[src/rtl/alu_pkg.sv]
// Shared definitions for the ALU request scheduler: FSM states and parameter limits.
package alu_pkg;

    // Legal parameter ranges for the scheduler.
    localparam int unsigned LatMin = 1;
    localparam int unsigned LatMax = 4;
    localparam int unsigned ReqMin = 2;
    localparam int unsigned ReqMax = 8;

    // Wait counter must hold any legal latency value.
    localparam int unsigned CntW = $clog2(LatMax + 1);

    typedef enum logic [1:0] {
        StIdle,
        StWait,
        StResp
    } state_e;

endpackage

[src/rtl/rr_arbiter.sv]
// Round-robin priority search: first requester at or above ptr, wrapping around.
module rr_arbiter #(
    parameter int unsigned R = 4
) (
    input  logic [R-1:0]         req,
    input  logic [$clog2(R)-1:0] ptr,
    output logic [R-1:0]         grant,
    output logic [$clog2(R)-1:0] idx
);

    localparam int unsigned IdW = $clog2(R);

    // Walk offsets from farthest to nearest so the nearest valid requester wins.
    always_comb begin
        grant = '0;
        idx   = '0;
        for (int off = int'(R) - 1; off >= 0; off--) begin
            if (req[(int'(ptr) + off) % int'(R)]) begin
                grant = '0;
                grant[(int'(ptr) + off) % int'(R)] = 1'b1;
                idx = IdW'((int'(ptr) + off) % int'(R));
            end
        end
    end

endmodule

[src/rtl/alu_scheduler.sv]
// Shares one external ALU between R requesters, one operation in flight at a time.
module alu_scheduler
    import alu_pkg::*;
#(
    parameter int unsigned N   = 4,
    parameter int unsigned M   = 4,
    parameter int unsigned R   = 4,
    parameter int unsigned LAT = 1
) (
    input  logic                 clk,
    input  logic                 rst_n,
    input  logic [R-1:0]         req_valid,
    output logic [R-1:0]         req_ready,
    input  logic [R*N-1:0]       req_a,
    input  logic [R*N-1:0]       req_b,
    input  logic [R*M-1:0]       req_instr,
    output logic                 resp_valid,
    input  logic                 resp_ready,
    output logic [N-1:0]         resp_data,
    output logic [$clog2(R)-1:0] resp_id,
    output logic [N-1:0]         alu_a,
    output logic [N-1:0]         alu_b,
    output logic [M-1:0]         alu_instr,
    input  logic [N-1:0]         alu_out,
    output logic                 busy
);

    localparam int unsigned IdW = $clog2(R);

    state_e          state_q, state_d;
    logic [IdW-1:0]  rr_ptr_q, rr_ptr_d;
    logic [IdW-1:0]  resp_id_q, resp_id_d;
    logic [CntW-1:0] cnt_q, cnt_d;
    logic [N-1:0]    resp_data_q, resp_data_d;
    logic [N-1:0]    alu_a_q, alu_a_d;
    logic [N-1:0]    alu_b_q, alu_b_d;
    logic [M-1:0]    alu_instr_q, alu_instr_d;

    logic [R-1:0]    grant;
    logic [IdW-1:0]  grant_idx;

    rr_arbiter #(
        .R (R)
    ) u_rr_arbiter (
        .req   (req_valid),
        .ptr   (rr_ptr_q),
        .grant (grant),
        .idx   (grant_idx)
    );

    // Next-state logic: accept in IDLE, count down ALU latency, hold result until taken.
    always_comb begin
        state_d     = state_q;
        rr_ptr_d    = rr_ptr_q;
        resp_id_d   = resp_id_q;
        cnt_d       = cnt_q;
        resp_data_d = resp_data_q;
        alu_a_d     = alu_a_q;
        alu_b_d     = alu_b_q;
        alu_instr_d = alu_instr_q;
        req_ready   = '0;

        unique case (state_q)
            StIdle: begin
                if (|grant) begin
                    req_ready   = grant;
                    alu_a_d     = req_a[int'(grant_idx) * N +: N];
                    alu_b_d     = req_b[int'(grant_idx) * N +: N];
                    alu_instr_d = req_instr[int'(grant_idx) * M +: M];
                    resp_id_d   = grant_idx;
                    cnt_d       = CntW'(LAT);
                    state_d     = StWait;
                end
            end
            StWait: begin
                cnt_d = cnt_q - 1'b1;
                // Counter at 1 means the ALU output is valid on this edge.
                if (cnt_q == CntW'(1)) begin
                    resp_data_d = alu_out;
                    state_d     = StResp;
                end
            end
            StResp: begin
                if (resp_ready) begin
                    state_d  = StIdle;
                    rr_ptr_d = (resp_id_q == IdW'(R - 1)) ? '0 : resp_id_q + 1'b1;
                end
            end
            default: state_d = StIdle;
        endcase
    end

    // State and datapath registers, cleared asynchronously to drop any in-flight op.
    always_ff @(posedge clk or negedge rst_n) begin
        if (!rst_n) begin
            state_q     <= StIdle;
            rr_ptr_q    <= '0;
            resp_id_q   <= '0;
            cnt_q       <= '0;
            resp_data_q <= '0;
            alu_a_q     <= '0;
            alu_b_q     <= '0;
            alu_instr_q <= '0;
        end else begin
            state_q     <= state_d;
            rr_ptr_q    <= rr_ptr_d;
            resp_id_q   <= resp_id_d;
            cnt_q       <= cnt_d;
            resp_data_q <= resp_data_d;
            alu_a_q     <= alu_a_d;
            alu_b_q     <= alu_b_d;
            alu_instr_q <= alu_instr_d;
        end
    end

    assign resp_valid = (state_q == StResp);
    assign resp_data  = resp_data_q;
    assign resp_id    = resp_id_q;
    assign alu_a      = alu_a_q;
    assign alu_b      = alu_b_q;
    assign alu_instr  = alu_instr_q;
    assign busy       = (state_q != StIdle);

endmodule

[config.mk]
export PLATFORM = sky130hd
export DESIGN_NAME = alu_scheduler
export DESIGN_NICKNAME = d
export VERILOG_FILES = /design/src/rtl/alu_pkg.sv /design/src/rtl/rr_arbiter.sv /design/src/rtl/alu_scheduler.sv
export SDC_FILE = /design/constraint.sdc
export NUM_CORES = 1
export LEC_CHECK = 0
export CAP_MARGIN = 25
export CORE_UTILIZATION = 30
export CTS_CLUSTER_DIAMETER = 120
export CTS_CLUSTER_SIZE = 16
export DETAILED_ROUTE_END_ITERATION = 7
export PLACE_DENSITY_LB_ADDON = 0.12
export SLEW_MARGIN = 20
export SYNTH_ARGS = -nofsm -noshare
export SYNTH_HDL_FRONTEND = slang
export SYNTH_SLANG_ARGS = --single-unit
[constraint.sdc]
create_clock -name clk -period 4.01 [get_ports clk]
set_input_delay 1.203 -clock clk [delete_from_list [all_inputs] [get_ports clk]]
set_output_delay 1.203 -clock clk [all_outputs]
set_load 0.1 [all_outputs]
==> metrics.log <==
INFO  metric outcome = finished, violations left
INFO  metric violations_in_the_final_reports = negative setup slack
INFO  metric dp_worst_setup_slack = -647.1 ps
INFO  metric finalSetupViolCount = 3
INFO  metric syn_inst = 204
INFO  metric ios = 83
INFO  metric timing.critical_path.arrival = 2850 ps
INFO  metric slew_violations = 0
INFO  metric insertion_delay = 260 ps
INFO  metric core-area = 0.006096 mm^2
INFO  metric grt_pass1_wl = 8397 um
INFO  metric routabilityCongestion = 0.8089
INFO  metric path_clk_slew = 80 ps
INFO  metric route.vias.total = 1925
INFO  metric floorplan.rows = 28
INFO  metric mostFrequentLayoutCell = sky130_fd_sc_hd__clkdlybuf4s50_1
INFO  metric grt_start_max_net_pins = 29
INFO  metric asyncSetResetFlopFracSynth = 1.000
INFO  metric grt_util_met3 = 0.03187
INFO  metric first_iter_violations = 67
INFO  metric final_core_util = 0.5074
INFO  metric port_buffers = 82
INFO  metric htreeDepth = 1
INFO  metric grt_setup_unrepaired = true
INFO  metric post-dp-hpwl = 4176 um
INFO  metric cts.sinks = 25
INFO  metric yosys.area_share.simple = 0.1131
INFO  metric clock_tree.root_cell = sky130_fd_sc_hd__clkbuf_8
INFO  metric worst_setup_path_end_kind = output pin
INFO  metric share_of_synthesized_cell_area_in_full_adder_half_adder_and_majority_cells = 0.07069
INFO  metric die_w = 82.56 um
INFO  metric area_taken_by_multi_input_logic_gates = 0.001212 mm^2
INFO  metric floorplan.die.height = 82.56 um
INFO  metric grt_antenna_before_repair = 0
INFO  metric grt_use_met1 = 0.2095
INFO  metric globalRoute.totalOverflow = 0
INFO  metric final_layout_size_suffix_gt1_frac = 0.1800
INFO  metric netlist-cell-type-count = 35
INFO  metric ant_nets = 0
INFO  metric antenna-diode-count = 0
INFO  metric synth.ff_latch_count = 25
INFO  metric worst_setup_path_start_kind = input port
INFO  metric synth_compound_gate_area_share = 0.3470
INFO  metric grt-busiest-layer = met2
INFO  metric floorplan.die_area = 0.006815 mm^2
INFO  metric remaining_drc_errors = 0
INFO  metric worstMarginPinSlew = 998.6 ps
INFO  metric min_period = 4053 ps
INFO  metric cts_made_buffers = 3
INFO  metric synth_area = 0.001947 mm^2
INFO  metric critPathRequiredTime = 2810 ps
INFO  metric route.final.wire_length = 5324 um
INFO  metric path_type_of_the_worst_min_delay_path = reg2reg
INFO  metric number_of_global_route_vias_before_repair = 1842
INFO  metric sequential_cell_area = 625.6 um^2
INFO  metric critical_path_class = in2out
INFO  metric grt_util_all_layers = 0.1592
INFO  metric synthesis.nets = 274
INFO  metric final_critical_path_setup_slack = -42.71 ps
INFO  metric fillers = 593
INFO  metric syn_to_final_growth = 58.87%
INFO  metric synthXorXnorAreaFrac = 0
INFO  metric maxClockFrequency = 0.2467 GHz
INFO  metric maximum_count_of_clock_buffers_along_a_single_path = 2
INFO  metric timing.max_cap.violations = 0
INFO  metric initial_utilization = 0.3194
INFO  metric syn-mean-instance-area = 9.543 um^2
INFO  metric dominant_combinational_cell_family_by_area_after_synthesis = compound AO/OA/AOI/OAI gates
INFO  metric path_max_fanout = 5
INFO  metric synth_sequential_area_ratio = 0.3213
INFO  metric synth_ff_type = sky130_fd_sc_hd__dfrtp_1
INFO  metric timing.final.hold_violations = 0
INFO  metric clock_skew = 2.238 ps
INFO  metric cts_tree = yes
INFO  metric drt_pass1_iterations = 4
INFO  metric final_nets = 371
INFO  metric gr-usage-met2 = 0.2694
INFO  metric max_slew_margin = 0.3322
INFO  metric wire_per_inst = 14.20 um
INFO  metric synthMuxAreaShare = 0.08033
INFO  metric final_min_period_over_clock_period = 1.011
INFO  metric vias_per_cell = 5.133
INFO  metric number_of_enable_type_register_cells_in_the_synthesized_netlist = 0
INFO  metric whs = 484.6 ps
INFO  metric layout.cells.most_common_list = sky130_fd_sc_hd__clkdlybuf4s50_1, sky130_fd_sc_hd__a211oi_1, sky130_fd_sc_hd__dfrtp_1
INFO  metric yosys_warnings = 0
worst max-delay path, cell delays in order:
cell	delay, ps
sky130_fd_sc_hd__buf_8	100
sky130_fd_sc_hd__mux4_2	500
sky130_fd_sc_hd__buf_6	150
sky130_fd_sc_hd__nand3b_1	140
sky130_fd_sc_hd__a222oi_1	360
sky130_fd_sc_hd__and2_4	220
sky130_fd_sc_hd__buf_12	170
cells in the mapped netlist (2+ instances only):
cell type / instances / area (um^2)
sky130_fd_sc_hd__clkbuf_1: 6 / 22.52
sky130_fd_sc_hd__inv_1: 12 / 45.04
sky130_fd_sc_hd__buf_6: 3 / 33.78
sky130_fd_sc_hd__a211oi_1: 28 / 210.2
sky130_fd_sc_hd__o31ai_1: 13 / 97.59
sky130_fd_sc_hd__nor3b_1: 3 / 22.52
sky130_fd_sc_hd__a221oi_1: 2 / 17.52
sky130_fd_sc_hd__o21ai_1: 2 / 10.01
sky130_fd_sc_hd__buf_4: 2 / 15.01
sky130_fd_sc_hd__mux4_2: 4 / 90.09
sky130_fd_sc_hd__ha_1: 11 / 137.6
sky130_fd_sc_hd__a31oi_1: 2 / 12.51
sky130_fd_sc_hd__o21ai_0: 4 / 20.02
sky130_fd_sc_hd__nor2_1: 7 / 26.28
sky130_fd_sc_hd__nand3b_1: 4 / 30.03
sky130_fd_sc_hd__a21boi_0: 24 / 180.2
sky130_fd_sc_hd__mux2_2: 5 / 56.30
sky130_fd_sc_hd__buf_2: 3 / 15.01
sky130_fd_sc_hd__a222oi_1: 2 / 20.02
sky130_fd_sc_hd__dfrtp_1: 25 / 625.6
sky130_fd_sc_hd__nand2b_1: 2 / 12.51
sky130_fd_sc_hd__nand2_1: 19 / 71.32
sky130_fd_sc_hd__o2bb2ai_1: 2 / 17.52
sky130_fd_sc_hd__a21oi_1: 2 / 10.01
sky130_fd_sc_hd__nor2b_1: 3 / 18.77
sky130_fd_sc_hd__and2_1: 5 / 31.28
kinds of logic (layout without fill, tap and decap cells):
kind of cell	after synthesis	after routing
AO/OA/AOI/OAI	88	88
adder cells (fa/ha/maj)	11	11
buffers and inverters	26	122
flip-flops	25	25
multiplexers	10	10
AND/OR/NAND/NOR	44	44
final timing paths:
check                                          from                        to  slack (ps)  cells past startpoint
hold reg to reg            alu_instr[3]$_DFFE_PN0P_  alu_instr[3]$_DFFE_PN0P_         480                      2
setup reg to reg            rr_ptr_q[0]$_DFFE_PN0P_      cnt_q[1]$_DFFE_PN0P_        1100                     10
hold / removal             alu_instr[3]$_DFFE_PN0P_  alu_instr[3]$_DFFE_PN0P_         480                      2
setup / recovery                       req_valid[1]              req_ready[2]         -40                      7
max in group asynchronous                     rst_n      alu_a[3]$_DFFE_PN0P_        2460                      2
min in group asynchronous                     rst_n    state_q[0]$_DFFE_PN0P_        1300                      2
flip-flops by register name, indices dropped and copies added, names as in the netlist:
signal	cells
alu_a	4
alu_b	4
alu_instr	4
resp_data	4
cnt_q	3
resp_id	2
rr_ptr_q	2
state_q	2
per-stage QoR:
step	std cells	area [um^2]	TNS, ps
finish	375	3093	-98.57
global route	375	3093	-335.0
global placement	367	2995	-2056
detailed placement	368	3003	-2234
floorplan	204	1957	-82.16
CTS	375	3087	-103.3
layout make-up:
| type | count | share of cell area |
|---|---|---|
| multi-input combinational | 153 | 0.3920 |
| timing repair buffer | 106 | 0.3463 |
| sequential | 25 | 0.2023 |
| tap | 75 | 0.03034 |
| clock buffer | 4 | 0.01456 |
| inverter | 12 | 0.01456 |
metal layers:
layer  part of all wire  vias to the layer above
li1                   -                      962
met1               0.47                      890
met2               0.46                       67
met3              0.059                        6
met4              0.017                        0
met5                  0                        -
timing repair:
action | in CTS | in global routing
hold buffers | 0 | 0
endpoints found under the setup margin | 4 | 4
pin swaps | 1 | 0
gates resized for setup | 27 | 1
endpoints found under the hold margin | 0 | 0
gates cloned | 1 | 0
setup buffers | 2 | 0
Power is not shown: default switching activity piles up to over one toggle a cycle in this logic, so the estimate is an artifact.
